**config.mk**
```make
export PLATFORM = sky130hd
export DESIGN_NAME = pipe_stage_reg
export DESIGN_NICKNAME = d
export VERILOG_FILES = /design/src/rtl/cpu_pipe_pkg.sv /design/src/rtl/pipe_slot.sv /design/src/rtl/pipe_stage_reg.sv
export SDC_FILE = /design/constraint.sdc
export NUM_CORES = 1
export LEC_CHECK = 0
export CORE_AREA = 3 3 214 216
export DETAILED_ROUTE_END_ITERATION = 8
export DIE_AREA = 0 0 217 219
export DONT_BUFFER_PORTS = 1
export GPL_ROUTABILITY_DRIVEN = 1
export PLACE_DENSITY = 0.77
export SYNTH_ARGS = -nofsm -noshare
export SYNTH_HDL_FRONTEND = slang
export SYNTH_SLANG_ARGS = --single-unit
```
**constraint.sdc**
```tcl
create_clock -name clk -period 2.42 [get_ports clk]
set_input_delay 0.242 -clock clk [delete_from_list [all_inputs] [get_ports clk]]
set_output_delay 0.242 -clock clk [all_outputs]
set_load 0.03 [all_outputs]
```
**src/rtl/cpu_pipe_pkg.sv**
```systemverilog
// Shared field layout for the RV64 pipeline registers: control-bit positions,
// per-stage data widths and data-field offsets.
package cpu_pipe_pkg;

  localparam int PIPE_CTRL_W   = 8;
  localparam int REGWRITE_BIT  = 7;
  localparam int MEMTOREG_BIT  = 6;
  localparam int BRANCH_BIT    = 5;
  localparam int MEMREAD_BIT   = 4;
  localparam int MEMWRITE_BIT  = 3;
  localparam int ALUSRC_BIT    = 2;
  localparam int ALUOP_MSB     = 1;
  localparam int ALUOP_LSB     = 0;

  localparam int XLEN          = 64;
  localparam int REG_ADDR_W    = 5;

  // IF/ID: pc, instruction
  localparam int IFID_PC_LSB   = 0;
  localparam int IFID_INSN_LSB = IFID_PC_LSB + XLEN;
  localparam int IFID_DATA_W   = IFID_INSN_LSB + 32;

  // ID/EX: pc, rd1, rd2, imm, funct3/funct7, rs1, rs2, rd
  localparam int IDEX_PC_LSB   = 0;
  localparam int IDEX_RD1_LSB  = IDEX_PC_LSB  + XLEN;
  localparam int IDEX_RD2_LSB  = IDEX_RD1_LSB + XLEN;
  localparam int IDEX_IMM_LSB  = IDEX_RD2_LSB + XLEN;
  localparam int IDEX_FUNCT_LSB = IDEX_IMM_LSB + XLEN;
  localparam int IDEX_RS1_LSB  = IDEX_FUNCT_LSB + 10;
  localparam int IDEX_RS2_LSB  = IDEX_RS1_LSB + REG_ADDR_W;
  localparam int IDEX_RD_LSB   = IDEX_RS2_LSB + REG_ADDR_W;
  localparam int IDEX_DATA_W   = IDEX_RD_LSB  + REG_ADDR_W;

  // EX/MEM: branch target, alu result, store data, zero flag, rd
  localparam int EXMEM_BT_LSB   = 0;
  localparam int EXMEM_ALU_LSB  = EXMEM_BT_LSB  + XLEN;
  localparam int EXMEM_RD2_LSB  = EXMEM_ALU_LSB + XLEN;
  localparam int EXMEM_ZERO_BIT = EXMEM_RD2_LSB + XLEN;
  localparam int EXMEM_RD_LSB   = EXMEM_ZERO_BIT + 1;
  localparam int EXMEM_DATA_W   = EXMEM_RD_LSB + REG_ADDR_W;

  // MEM/WB: load data, alu result, rd
  localparam int MEMWB_MEM_LSB = 0;
  localparam int MEMWB_ALU_LSB = MEMWB_MEM_LSB + XLEN;
  localparam int MEMWB_RD_LSB  = MEMWB_ALU_LSB + XLEN;
  localparam int MEMWB_DATA_W  = MEMWB_RD_LSB + REG_ADDR_W;

  typedef struct packed {
    logic       reg_write;
    logic       mem_to_reg;
    logic       branch;
    logic       mem_read;
    logic       mem_write;
    logic       alu_src;
    logic [1:0] alu_op;
  } pipe_ctrl_t;

endpackage

```
**src/rtl/pipe_slot.sv**
```systemverilog
// One valid+ctrl+data register; ctrl is forced to zero whenever the slot is invalid.
module pipe_slot
  import cpu_pipe_pkg::*;
#(
  parameter int CTRL_W     = PIPE_CTRL_W,
  parameter int DATA_W     = 256,
  parameter int CLEAR_DATA = 1
) (
  input  logic              clk,
  input  logic              rst_ni,
  input  logic              load_i,
  input  logic              clear_i,
  input  logic [CTRL_W-1:0] ld_ctrl_i,
  input  logic [DATA_W-1:0] ld_data_i,
  output logic              valid_o,
  output logic [CTRL_W-1:0] ctrl_o,
  output logic [DATA_W-1:0] data_o
);

  logic              valid_q, valid_d;
  logic [CTRL_W-1:0] ctrl_q, ctrl_d;
  logic [DATA_W-1:0] data_q, data_d;

  always_comb begin
    valid_d = valid_q;
    ctrl_d  = ctrl_q;
    data_d  = data_q;
    if (load_i) begin
      valid_d = 1'b1;
      ctrl_d  = ld_ctrl_i;
      data_d  = ld_data_i;
    end else if (clear_i) begin
      valid_d = 1'b0;
      ctrl_d  = '0;
      if (CLEAR_DATA != 0) data_d = '0;
    end
  end

  always_ff @(posedge clk) begin
    if (!rst_ni) begin
      valid_q <= 1'b0;
      ctrl_q  <= '0;
      data_q  <= '0;
    end else begin
      valid_q <= valid_d;
      ctrl_q  <= ctrl_d;
      data_q  <= data_d;
    end
  end

  assign valid_o = valid_q;
  assign ctrl_o  = ctrl_q;
  assign data_o  = data_q;

endmodule

```
**src/rtl/pipe_stage_reg.sv**
```systemverilog
// Inter-stage pipeline register with valid/ready handshake, optional skid slot,
// flush, bubble zeroing of control and a saturating back-pressure counter.
module pipe_stage_reg
  import cpu_pipe_pkg::*;
#(
  parameter int CTRL_W     = PIPE_CTRL_W,
  parameter int DATA_W     = 256,
  parameter int SKID       = 1,
  parameter int CLEAR_DATA = 1,
  parameter int CNT_W      = 16
) (
  input  logic              clk,
  input  logic              rst,
  input  logic              flush,
  input  logic              in_valid,
  output logic              in_ready,
  input  logic [CTRL_W-1:0] in_ctrl,
  input  logic [DATA_W-1:0] in_data,
  output logic              out_valid,
  input  logic              out_ready,
  output logic [CTRL_W-1:0] out_ctrl,
  output logic [DATA_W-1:0] out_data,
  output logic [CNT_W-1:0]  stall_cnt
);

  logic              m_valid, s_valid;
  logic [CTRL_W-1:0] m_ctrl, s_ctrl, m_ld_ctrl;
  logic [DATA_W-1:0] m_data, s_data, m_ld_data;
  logic              m_load, m_clear, s_load, s_clear;
  logic              push, pop;
  logic [CNT_W-1:0]  stall_q;

  assign pop  = m_valid && out_ready;
  assign push = in_valid && in_ready;

  // With a skid slot, M refills from S before ever taking new input,
  // which keeps the order FIFO while in_ready comes straight off S.valid.
  always_comb begin
    m_load    = 1'b0;
    m_clear   = 1'b0;
    s_load    = 1'b0;
    s_clear   = 1'b0;
    m_ld_ctrl = in_ctrl;
    m_ld_data = in_data;
    if (flush) begin
      m_clear = 1'b1;
      s_clear = 1'b1;
    end else if (s_valid) begin
      if (pop) begin
        m_load    = 1'b1;
        m_ld_ctrl = s_ctrl;
        m_ld_data = s_data;
        s_clear   = 1'b1;
      end
    end else begin
      if (push && (!m_valid || pop)) m_load = 1'b1;
      else if (push)                 s_load = 1'b1;
      if (pop && !push)              m_clear = 1'b1;
    end
  end

  pipe_slot #(
    .CTRL_W     (CTRL_W),
    .DATA_W     (DATA_W),
    .CLEAR_DATA (CLEAR_DATA)
  ) u_main (
    .clk       (clk),
    .rst_ni    (rst),
    .load_i    (m_load),
    .clear_i   (m_clear),
    .ld_ctrl_i (m_ld_ctrl),
    .ld_data_i (m_ld_data),
    .valid_o   (m_valid),
    .ctrl_o    (m_ctrl),
    .data_o    (m_data)
  );

  generate
    if (SKID != 0) begin : g_skid
      pipe_slot #(
        .CTRL_W     (CTRL_W),
        .DATA_W     (DATA_W),
        .CLEAR_DATA (CLEAR_DATA)
      ) u_skid (
        .clk       (clk),
        .rst_ni    (rst),
        .load_i    (s_load),
        .clear_i   (s_clear),
        .ld_ctrl_i (in_ctrl),
        .ld_data_i (in_data),
        .valid_o   (s_valid),
        .ctrl_o    (s_ctrl),
        .data_o    (s_data)
      );
      assign in_ready = !s_valid;
    end else begin : g_noskid
      assign s_valid  = 1'b0;
      assign s_ctrl   = '0;
      assign s_data   = '0;
      assign in_ready = !m_valid || out_ready;
    end
  endgenerate

  always_ff @(posedge clk) begin
    if (!rst) begin
      stall_q <= '0;
    end else if (m_valid && !out_ready && (stall_q != '1)) begin
      stall_q <= stall_q + 1'b1;
    end
  end

  assign out_valid = m_valid;
  assign out_ctrl  = m_ctrl;
  assign out_data  = m_data;
  assign stall_cnt = stall_q;

endmodule
```
* After elaboration in Yosys (flattened, before gate mapping)
Index checks and enable logic that the tools add are counted.
** Cells by class
- Mux-type cells :: 31
- $add $sub $neg :: 1
- Reductions and logical operators :: 13
- Equality and inequality tests :: 1
** Operators by type and width (count)
- 256-bit 2-to-1 mux :: 7
- 8-bit 2-to-1 mux :: 7
- 1-bit 2-to-1 mux :: 17
- 16-bit by 1-bit adder with 16-bit output (second input constant) :: 1
- 16-bit != test (second input constant) :: 1
- 1-bit logical AND :: 6
- 1-bit zero test :: 4
- 2-bit nonzero test :: 2
- 1-bit logical OR :: 1
** Word-level totals
- Bits in registers :: 546
- Logic and storage cells :: 53
- Output and inout bits :: 282

* Depth between registers and ports, before layout
Gate-level depths: netlist (run 1).
- Depth after elaboration :: 9
- Depth in mapped cells :: 7
- Depth with buffers taken out :: 5

* Hierarchy
A second synthesis (run 1) with hierarchy kept.
** Unflattened totals
- Cells, all modules :: 2755
- Area, all modules :: 26076.3 µm²
** Modules (own cells, without submodules)
- pipe_slot :: cells each 1178, area an instance 10433.8 µm², times used 2, seq. area each 5305.1 µm²
- pipe_stage_reg :: cells each 399, area an instance 5208.7 µm², times used 1, seq. area each 320.3 µm²

* Worst setup path before layout (run 1)
OpenSTA, ideal clock, no wires.
- Path type :: reg2reg
- Start point :: register stall_q[0], in the netlist stall_cnt[0]
- End point :: register stall_q[0], in the netlist stall_cnt[0]
- Path slack :: 640 ps
- Clock period less this slack :: 1780 ps
- Library setup time :: 128 ps
- Data arrival time :: 1652 ps
- Data required time :: 2292 ps
- Stages on the path, launching flop included :: 7
- Path through :: dfxtp_1 > ha_1 > nand4_1 > o41ai_2 > buf_2 > xor2_1 > nor2_1
** On the way
- Word-level cells in the longest chain between the ends :: 2
- Elaborated cells on any way between the ends :: 3
** RTL lines
- start, declared :: line pipe_stage_reg.sv:31 : logic [CNT_W-1:0] stall_q;
- start signal, assigned :: line pipe_stage_reg.sv:108 : stall_q <= stall_q + 1'b1;
- branches (longest 2 deep; another with 16-bit by 1-bit adder with 16-bit output)
Several ways; the timed one is not identified.
A chain may end at the register's enable or synchronous reset.

* Worst setup path in the final report (run 1)
- Start point :: register u_main.valid_q, in the netlist u_main.valid_o
- End point :: register g_skid.u_skid.data_q[56], in the netlist g_skid.u_skid.data_o[56]
** On the way
- Word-level cells in the longest chain between the ends :: 7
- Elaborated cells on any way between the ends :: 12
** RTL lines
- start, declared :: line pipe_slot.sv:20 : logic valid_q, valid_d;
- start signal, assigned :: line pipe_slot.sv:45 : valid_q <= valid_d;
- 1-bit zero test / 1-bit logical AND (equally long branches) :: line pipe_stage_reg.sv:56, pipe_stage_reg.sv:33
- 1-bit logical OR :: line pipe_stage_reg.sv:56 : if (push && (!m_valid || pop)) m_load = 1'b1;
- 1-bit logical AND :: line pipe_stage_reg.sv:56
- 1-bit 2-to-1 mux :: line pipe_stage_reg.sv:56
- 1-bit 2-to-1 mux :: line pipe_stage_reg.sv:48 : end else if (s_valid) begin
- 1-bit 2-to-1 mux :: line pipe_stage_reg.sv:45 : if (flush) begin
- 256-bit 2-to-1 mux / 2-bit nonzero test (equally long branches)
- end signal, assigned :: line pipe_slot.sv:47 : data_q <= data_d;
- end, declared :: line pipe_slot.sv:22 : logic [DATA_W-1:0] data_q, data_d;
Several ways; a longest one is shown, not always the timed one.

==> impl_results.html, run 1 <==
<table>
<tr><th>Metric</th><th>Value</th></tr>
<tr><th colspan="2">Status</th></tr>
<tr><td>Run status</td><td>completed</td></tr>
<tr><th colspan="2">Yosys</th></tr>
<tr><td>Yosys warns</td><td>0</td></tr>
<tr><td>Cells after Synth</td><td>about 2500</td></tr>
<tr><td>Seq/Total Area, Yosys</td><td>48.2%</td></tr>
<tr><td>Syn Area/Cell</td><td>~9 um2</td></tr>
<tr><td>Most common cell in the synthesized netlist</td><td>sky130_fd_sc_hd__dfxtp_1</td></tr>
<tr><td>Proportion of register bits with asynchronous set or reset after synthesis</td><td>0%</td></tr>
<tr><td>Unique masters post-synth</td><td>40</td></tr>
<tr><td>Primary flip-flop cell chosen by synthesis mapping</td><td>sky130_fd_sc_hd__dfxtp_1</td></tr>
<tr><td>Mapped cell area</td><td>about 23000 um2</td></tr>
<tr><td>Net Count, Synth</td><td>around 2700</td></tr>
<tr><td>Leading post-synthesis cells by instance count</td><td>546 x sky130_fd_sc_hd__dfxtp_1, 275 x sky130_fd_sc_hd__nand2_1, 274 x sky130_fd_sc_hd__a21oi_1</td></tr>
<tr><td>Largest cells by area after synthesis</td><td>sky130_fd_sc_hd__dfxtp_1 48%, sky130_fd_sc_hd__mux2i_1 12%, sky130_fd_sc_hd__a32oi_1 10%</td></tr>
<tr><td>Synth area leader</td><td>sky130_fd_sc_hd__dfxtp_1</td></tr>
<tr><td>Area share of the leading cell type in the synthesized netlist</td><td>48.2%</td></tr>
<tr><td>EDFF count, synth</td><td>0</td></tr>
<tr><td>Flip-flop and latch count after synthesis</td><td>approximately 550</td></tr>
<tr><th colspan="2">Placement</th></tr>
<tr><td>Port buffer count</td><td>0</td></tr>
<tr><td>Dpl hpwl</td><td>roughly 43 mm</td></tr>
<tr><td>Placed Cells</td><td>approximately 2900</td></tr>
<tr><td>Routability Congestion</td><td>~0.85</td></tr>
<tr><td>Placement Cell Area</td><td>23000 um2</td></tr>
<tr><th colspan="2">Final layout</th></tr>
<tr><td>Net total in the final layout</td><td>slightly below 3000</td></tr>
<tr><td>Share of post-route cells with drive strength above 1</td><td>~6.5%</td></tr>
<tr><td>Final cell count without fillers</td><td>3269</td></tr>
<tr><td>Synth-to-layout area growth</td><td>21.7%</td></tr>
<tr><td>Fin area</td><td>between 20000 and 30000 um2</td></tr>
<tr><td>Post-layout utilization of the core</td><td>between 60% and 70%</td></tr>
<tr><td>Number of fill cells</td><td>between 3000 and 4000</td></tr>
<tr><th colspan="2">Clocking</th></tr>
<tr><td>Setup Buffers After CTS</td><td>0</td></tr>
<tr><td>Clock Latency Late Sink</td><td>just over 600 ps</td></tr>
<tr><td>Clock transition at the registers of the reported paths</td><td>~60 ps</td></tr>
<tr><td>Sinks on Clock Net</td><td>approximately 550</td></tr>
<tr><td>Root Buffer</td><td>sky130_fd_sc_hd__clkbuf_16</td></tr>
<tr><td>Max H-tree Level</td><td>2</td></tr>
<tr><td>Clock tree from TritonCTS</td><td>built</td></tr>
<tr><td>Number of buffers created by CTS</td><td>55</td></tr>
<tr><td>CTS Buffer Depth</td><td>3</td></tr>
<tr><th colspan="2">Worst setup path</th></tr>
<tr><td>Critical-path cell with the highest stage delay</td><td>sky130_fd_sc_hd__dfxtp_1</td></tr>
<tr><td>Critical Path Fanout Max</td><td>44</td></tr>
<tr><td>CP bufs+invs</td><td>2</td></tr>
<tr><td>Req. time, crit path</td><td>a little under 3000 ps</td></tr>
<tr><td>Cell family with most CP delay</td><td>simple AND/OR/NAND/NOR gates</td></tr>
<tr><td>Startpoint class of the critical path</td><td>register</td></tr>
<tr><td>CP Cell Sequence</td><td>nand2b_1 &gt; nor3_2 &gt; buf_4 &gt; buf_12 &gt; a32oi_1 &gt; nor2_1</td></tr>
<tr><td>Endpoint type of the worst setup path</td><td>register</td></tr>
<tr><td>Biggest cell delay along the critical path</td><td>530 ps</td></tr>
<tr><td>Critical Setup Path Class</td><td>register to register</td></tr>
<tr><td>Critical Path AT</td><td>2680 ps</td></tr>
<tr><th colspan="2">Power and ir drop</th></tr>
<tr><td>Maximum resistive drop on vdd</td><td>between 500 and 600 uV</td></tr>
<tr><td>Pleak</td><td>around 11 nW</td></tr>
<tr><td>Internal power contribution</td><td>about 0.015 W</td></tr>
<tr><td>Switch share</td><td>25.1%</td></tr>
<tr><td>Clock network fraction of design power</td><td>about 44%</td></tr>
<tr><td>Pwr per Cell Area</td><td>between 700 and 800 nW/um2</td></tr>
<tr><td>Flop pwr share</td><td>between 40% and 50%</td></tr>
<tr><td>Post-layout total power</td><td>just under 0.02 W</td></tr>
<tr><td>Gate power share</td><td>between 7 and 8%</td></tr>
<tr><td>Switching Power</td><td>0.00493 W</td></tr>
<tr><th colspan="2">Timing</th></tr>
<tr><td>Hold violation count in the final report</td><td>0</td></tr>
<tr><td>Worst-case clock skew</td><td>about 27 ps</td></tr>
<tr><td>Total count of max-transition violations in the final report</td><td>0</td></tr>
<tr><td>Maximum clock frequency</td><td>0.463 GHz</td></tr>
<tr><td>Final-layout setup total negative slack</td><td>0 ps</td></tr>
<tr><td>Count of final setup violators</td><td>0</td></tr>
<tr><td>Transition at the pin with the smallest max-transition slack</td><td>approximately 830 ps</td></tr>
<tr><td>Shortest period the worst path allows</td><td>~2200 ps</td></tr>
<tr><td>Share of the cycle needed by the critical path after routing</td><td>89.3%</td></tr>
<tr><td>Tightest slew margin relative to the limit</td><td>between 40 and 50%</td></tr>
<tr><td>Setup repair after global routing missed its margin</td><td>false</td></tr>
<tr><th colspan="2">Global route</th></tr>
<tr><td>Overflow left after global routing</td><td>0</td></tr>
<tr><td>Via count of the first global-routing pass</td><td>20200</td></tr>
<tr><td>Maximum number of pins on one net before global-route repair</td><td>roughly 110</td></tr>
<tr><td>Number of antenna violations at the first check in global routing</td><td>12</td></tr>
<tr><td>Combined global-route utilization of all metal layers</td><td>between 20 and 30%</td></tr>
<tr><td>Wire length of the first global-routing pass</td><td>113 mm</td></tr>
<tr><th colspan="2">Detailed routing</th></tr>
<tr><td>Overall routed net length</td><td>74.6 mm</td></tr>
<tr><td>Number of routed nets with antenna violations</td><td>0</td></tr>
<tr><td>Via Count</td><td>around 20000</td></tr>
<tr><td>DRC violations left</td><td>0</td></tr>
<tr><td>Iter 0 DRT Violations</td><td>2049</td></tr>
<tr><td>Drt pass-1 iters</td><td>6</td></tr>
<tr><td>Mean routed wirelength per cell</td><td>22.8 um</td></tr>
<tr><td>Per-cell via count in the routed design</td><td>around 6.3</td></tr>
<tr><th colspan="2">Run</th></tr>
<tr><td>Max cap viols</td><td>0</td></tr>
<tr><th colspan="2">Floorplan</th></tr>
<tr><td>Die Area</td><td>between 40000 and 50000 um2</td></tr>
<tr><td>Core Box Area</td><td>approximately 44000 um2</td></tr>
<tr><td>Effective utilization at floorplan</td><td>between 50 and 60%</td></tr>
<tr><td>Chip width</td><td>217 um</td></tr>
<tr><td>Num ports</td><td>551</td></tr>
<tr><td>Std cell rows</td><td>77</td></tr>
<tr><td>Die height</td><td>roughly 220 um</td></tr>
<tr><th colspan="2">Min path</th></tr>
<tr><td>Worst hold path type</td><td>primary input to register</td></tr>
</table>
-- logic make-up after synthesis --
logic type	after synthesis	share of synthesized area [%]
compound gates	557	16.9
xor+xnor	3	0.116
fa+ha+maj	1	0.0552
buf+inv	241	5.53
flops	546	48.2
mux	266	11.8
simple gates	846	17.4
-- flip-flops by register name (all words and copies together) (netlist names) --
name	cells
g_skid.u_skid.data_o	256
u_main.data_o	256
stall_cnt	16
g_skid.u_skid.ctrl_o	8
u_main.ctrl_o	8
g_skid.u_skid.valid_o	1
u_main.valid_o	1
-- power groups by stage --
stage / clock (W) / sequential, W / combinational (W)
2_1_floorplan: 0 / 0.00975 / 0.000755
3_3_place_gp: 0 / 0.00982 / 0.000926
3_5_place_dp: 0 / 0.00982 / 0.000955
4_1_cts: 0.00864 / 0.00962 / 0.00141
5_1_grt: 0.00900 / 0.00964 / 0.00157
6_report: 0.00855 / 0.00963 / 0.00148
-- per-stage QoR --
step | hold slack (ps) | setup WS (ps)
6_report | 38.2 | 259
5_1_grt | 22.3 | 159
4_1_cts | 2.49 | 325
3_5_place_dp | 372 | 345
3_3_place_gp | 367 | 429
2_1_floorplan | 379 | 640
-- routing by layer --
layer | vias up | part of all wire (%) | track usage, %
li1 | 9034 | - | -
met1 | 9861 | 36 | 33.5
met2 | 1237 | 48 | 49.6
met3 | 323 | 9.9 | 9.11
met4 | 2 | 5.4 | 14.7
met5 | - | 0.017 | 0
-- worst paths after layout --
path | start | endpoint | slack (ps) | cells past startpoint
max | u_main.valid_o | g_skid.u_skid.data_o[56] | 260 | 6
min | in_data[201] | u_main.data_o[201] | 40 | 3
max reg2reg | u_main.valid_o | g_skid.u_skid.data_o[56] | 260 | 6
min reg2reg | g_skid.u_skid.data_o[61] | g_skid.u_skid.data_o[61] | 510 | 2
-- worst register-to-register path, cell delays in order (launching register included) --
cell                       delay (ps)
sky130_fd_sc_hd__dfxtp_1          530
sky130_fd_sc_hd__nand2b_1         190
sky130_fd_sc_hd__nor3_2           450
sky130_fd_sc_hd__buf_4            350
sky130_fd_sc_hd__buf_12           270
sky130_fd_sc_hd__a32oi_1          150
sky130_fd_sc_hd__nor2_1           170
-- area by class of cell --
type / count / area (um2) / share of cell area [%]
Antenna cell: 15 / 37.5 / 0.136
Clock buffer: 74 / 1560 / 5.65
Clock inverter: 22 / 243 / 0.880
Inverter: 5 / 33.8 / 0.123
Multi-Input combinational cell: 1673 / 10500 / 38.1
Sequential cell: 546 / 10900 / 39.6
Tap cell: 592 / 741 / 2.69
Timing Repair Buffer: 342 / 3530 / 12.8
-- timing repair --
action                    CTS  global route
hold endpoints to repair  537             0
hold buffers              269             0
resized for setup           0             0
-- placed cells by master (no fill, tap or decap), types with 5 or more instances in the layout --
cell and n:
sky130_fd_sc_hd__diode_2 15, sky130_fd_sc_hd__nor2_1 269, sky130_fd_sc_hd__or2_1 260, sky130_fd_sc_hd__nand3_1 7, sky130_fd_sc_hd__a21oi_1 274, sky130_fd_sc_hd__dlygate4sd3_1 269
sky130_fd_sc_hd__mux2i_1 266, sky130_fd_sc_hd__clkbuf_1 9, sky130_fd_sc_hd__clkbuf_8 9, sky130_fd_sc_hd__buf_12 23, sky130_fd_sc_hd__a32oi_1 264, sky130_fd_sc_hd__o21ai_0 5
sky130_fd_sc_hd__clkinv_2 11, sky130_fd_sc_hd__clkbuf_16 56, sky130_fd_sc_hd__dfxtp_1 546, sky130_fd_sc_hd__buf_4 50, sky130_fd_sc_hd__nand4_1 5, sky130_fd_sc_hd__nand2_1 275
No activity file was read; power rests on OpenSTA's default activity.
==> run 2: changes to the inputs <==
==> constraint.sdc (replaced) <==
create_clock -name clk -period 2.6 [get_ports clk]
set_input_delay 0.26 -clock clk [delete_from_list [all_inputs] [get_ports clk]]
set_output_delay 0.26 -clock clk [all_outputs]
set_load 0.03 [all_outputs]
==> run 2 against run 1 <==
Effect of this change:
- non-clock buffer count shrank 12
- final area shrank 0.12%
- wire length shrank 2.4%
==> impl_results.html, run 2 (synthesis results as in run 1) <==
<table>
<tr><th>Metric</th><th>Value</th></tr>
<tr><th colspan="2">Status</th></tr>
<tr><td>Run status</td><td>completed (unchanged)</td></tr>
<tr><th colspan="2">Worst setup path</th></tr>
<tr><td>Critical-path cell with the highest stage delay</td><td>sky130_fd_sc_hd__dfxtp_1 (unchanged)</td></tr>
<tr><td>Biggest cell delay along the critical path</td><td>500 ps (was 530 ps)</td></tr>
<tr><td>Startpoint class of the critical path</td><td>register (unchanged)</td></tr>
<tr><td>Req. time, crit path</td><td>3110 ps (was 2940 ps)</td></tr>
<tr><td>Critical Path Fanout Max</td><td>88 (was 44)</td></tr>
<tr><td>Critical Setup Path Class</td><td>register to register (unchanged)</td></tr>
<tr><td>Endpoint type of the worst setup path</td><td>register (unchanged)</td></tr>
<tr><td>Critical Path AT</td><td>2750 ps (was 2680 ps)</td></tr>
<tr><td>Most used cell, CP</td><td>sky130_fd_sc_hd__buf_12</td></tr>
<tr><td>CP Cell Sequence</td><td>buf_4 &gt; nand2b_1 &gt; nor3_2 &gt; buf_12 &gt; buf_12 &gt; a32oi_1 &gt; nor2_1 (was nand2b_1 &gt; nor3_2 &gt; buf_4 &gt; buf_12 &gt; a32oi_1 &gt; nor2_1)</td></tr>
<tr><th colspan="2">Placement</th></tr>
<tr><td>Placement Cell Area</td><td>23000 um2 (about the same)</td></tr>
<tr><td>Port buffer count</td><td>0 (unchanged)</td></tr>
<tr><td>Dpl hpwl</td><td>42.1 mm (was 43.0 mm)</td></tr>
<tr><td>Routability Congestion</td><td>0.855 (was 0.846)</td></tr>
<tr><th colspan="2">Power and ir drop</th></tr>
<tr><td>Pleak</td><td>11.3 nW (about the same)</td></tr>
<tr><td>Maximum resistive drop on vdd</td><td>545 uV (was 565 uV)</td></tr>
<tr><td>Pwr per Cell Area</td><td>671 nW/um2 (was 713 nW/um2)</td></tr>
<tr><th colspan="2">Global route</th></tr>
<tr><td>Maximum number of pins on one net before global-route repair</td><td>127 (was 108)</td></tr>
<tr><td>Wire length of the first global-routing pass</td><td>111 mm (was 113 mm)</td></tr>
<tr><td>Via count of the first global-routing pass</td><td>20000 (was 20200)</td></tr>
<tr><td>Combined global-route utilization of all metal layers</td><td>28.5% (was 29.3%)</td></tr>
<tr><td>Overflow left after global routing</td><td>0 (unchanged)</td></tr>
<tr><td>Number of antenna violations at the first check in global routing</td><td>6 (was 12)</td></tr>
<tr><th colspan="2">Clocking</th></tr>
<tr><td>Max H-tree Level</td><td>2 (unchanged)</td></tr>
<tr><td>Root Buffer</td><td>sky130_fd_sc_hd__clkbuf_16 (unchanged)</td></tr>
<tr><td>Setup Buffers After CTS</td><td>0 (unchanged)</td></tr>
<tr><td>CTS Buffer Depth</td><td>3 (unchanged)</td></tr>
<tr><td>Clock Latency Late Sink</td><td>600 ps (was 610 ps)</td></tr>
<tr><td>Clock tree from TritonCTS</td><td>built (unchanged)</td></tr>
<tr><td>Number of buffers created by CTS</td><td>56 (was 55)</td></tr>
<tr><td>Clock transition at the registers of the reported paths</td><td>60 ps (about the same)</td></tr>
<tr><td>Sinks on Clock Net</td><td>546 (unchanged)</td></tr>
<tr><th colspan="2">Detailed routing</th></tr>
<tr><td>Per-cell via count in the routed design</td><td>6.25 (was 6.26)</td></tr>
<tr><td>Overall routed net length</td><td>72.8 mm (was 74.6 mm)</td></tr>
<tr><td>Mean routed wirelength per cell</td><td>22.4 um (was 22.8 um)</td></tr>
<tr><td>Drt pass-1 iters</td><td>6 (unchanged)</td></tr>
<tr><td>DRC violations left</td><td>0 (unchanged)</td></tr>
<tr><td>Iter 0 DRT Violations</td><td>2011 (was 2049)</td></tr>
<tr><td>Via Count</td><td>20400 (was 20500)</td></tr>
<tr><td>Number of routed nets with antenna violations</td><td>0 (unchanged)</td></tr>
<tr><th colspan="2">Timing</th></tr>
<tr><td>Maximum clock frequency</td><td>0.446 GHz (was 0.463 GHz)</td></tr>
<tr><td>Count of final setup violators</td><td>0 (unchanged)</td></tr>
<tr><td>Total count of max-transition violations in the final report</td><td>0 (unchanged)</td></tr>
<tr><td>Shortest period the worst path allows</td><td>2240 ps (was 2160 ps)</td></tr>
<tr><td>Worst-case clock skew</td><td>19.2 ps (was 27.4 ps)</td></tr>
<tr><td>Share of the cycle needed by the critical path after routing</td><td>86.2% (was 89.3%)</td></tr>
<tr><td>Hold violation count in the final report</td><td>0 (unchanged)</td></tr>
<tr><td>Setup repair after global routing missed its margin</td><td>false (unchanged)</td></tr>
<tr><td>Tightest slew margin relative to the limit</td><td>51.9% (was 44.5%)</td></tr>
<tr><td>Transition at the pin with the smallest max-transition slack</td><td>717 ps (was 827 ps)</td></tr>
<tr><td>Final-layout setup total negative slack</td><td>0 ps (unchanged)</td></tr>
<tr><th colspan="2">Final layout</th></tr>
<tr><td>Fin area</td><td>27500 um2 (was 27600 um2)</td></tr>
<tr><td>Post-layout utilization of the core</td><td>62.4% (was 62.5%)</td></tr>
<tr><td>Net total in the final layout</td><td>2882 (was 2893)</td></tr>
<tr><td>Share of post-route cells with drive strength above 1</td><td>5.99% (was 6.46%)</td></tr>
<tr><td>Most frequent standard cell in the layout excluding fill and tap cells</td><td>sky130_fd_sc_hd__dfxtp_1 (unchanged)</td></tr>
<tr><td>Synth-to-layout area growth</td><td>21.5% (was 21.7%)</td></tr>
<tr><td>Commonest cells after routing, fill and taps aside</td><td>546 x sky130_fd_sc_hd__dfxtp_1, 275 x sky130_fd_sc_hd__nand2_1, 274 x sky130_fd_sc_hd__a21oi_1 (unchanged)</td></tr>
<tr><th colspan="2">Floorplan</th></tr>
<tr><td>Effective utilization at floorplan</td><td>51.4% (unchanged)</td></tr>
<tr><td>Core Box Area</td><td>44100 um2 (unchanged)</td></tr>
<tr><td>Die Area</td><td>47500 um2 (unchanged)</td></tr>
<tr><td>Std cell rows</td><td>77 (unchanged)</td></tr>
<tr><td>Die height</td><td>219 um (unchanged)</td></tr>
<tr><td>Num ports</td><td>551 (unchanged)</td></tr>
<tr><td>Chip width</td><td>217 um (unchanged)</td></tr>
<tr><th colspan="2">Min path</th></tr>
<tr><td>Worst hold path type</td><td>primary input to register (unchanged)</td></tr>
<tr><th colspan="2">Run</th></tr>
<tr><td>Max cap viols</td><td>0 (unchanged)</td></tr>
</table>
## run 2: cell types whose count changed in the layout (fill, tap and decap cells not counted), sizes merged
cell,before,now
clkbuf,74,87
buf,73,62
clkinv,13,6
diode,15,10
inv,9,7
clkinvlp,1,2
dlygate4sd3,269,268
## run 2: final timing paths
| kind | startpoint | end | slack [ps] | cells after the start |
|---|---|---|---|---|
| setup / recovery | u_main.valid_o | g_skid.u_skid.data_o[107] | 360 | 7 |
| hold reg to reg | g_skid.u_skid.data_o[39] | g_skid.u_skid.data_o[39] | 510 | 2 |
| setup reg to reg | u_main.valid_o | g_skid.u_skid.data_o[107] | 360 | 7 |
| hold / removal | in_data[190] | u_main.data_o[190] | 10 | 3 |
## run 2: metal layers
| layer | routed length [um] | global-route usage [%] |
|---|---|---|
| met5 | 0 | 0 |
| met4 | 4070 | 14.1 |
| met3 | 7220 | 8.53 |
| met2 | 34700 | 48.3 |
| met1 | 26800 | 33.0 |
## run 2: worst max-delay path, delay by kind of cell (launching register included)
kind	cells	cell delay (ps)
buf+inv	3	850
compound gates	1	150
flops	1	500
simple gates	3	520
## run 2: what timing repair did
action                                 4_1_cts  5_1_grt
endpoints found under the hold margin      492        0
hold buffers                               268        0
gates resized for setup                      0        0
## run 2: where the power goes
group	total, W	internal [W]	switching (W)
clock network	0.00817	0.00482	0.00335
registers	0.00896	0.00853	0.000429
logic	0.00136	0.000584	0.000774
## run 2: stage by stage
step	power (W)	std cells	hold slack, ps	setup slack, ps
2_1_floorplan	0.00978	2460	397	820
6_report	0.0185	3257	9.51	360
3_3_place_gp	0.0100	2878	385	589
4_1_cts	0.0185	3247	1.85	480
3_5_place_dp	0.0100	2878	390	518
5_1_grt	0.0190	3253	16.4	320
## run 2: final cells by class
type	count	area (um2)
sequential	546	10900
clock inverter	14	183
multi-input combinational	1673	10500
fill	3241	16600
tap	592	741
clock buffer	87	1680
antenna	10	25.0
timing repair buffer	330	3450
inverter	5	33.8
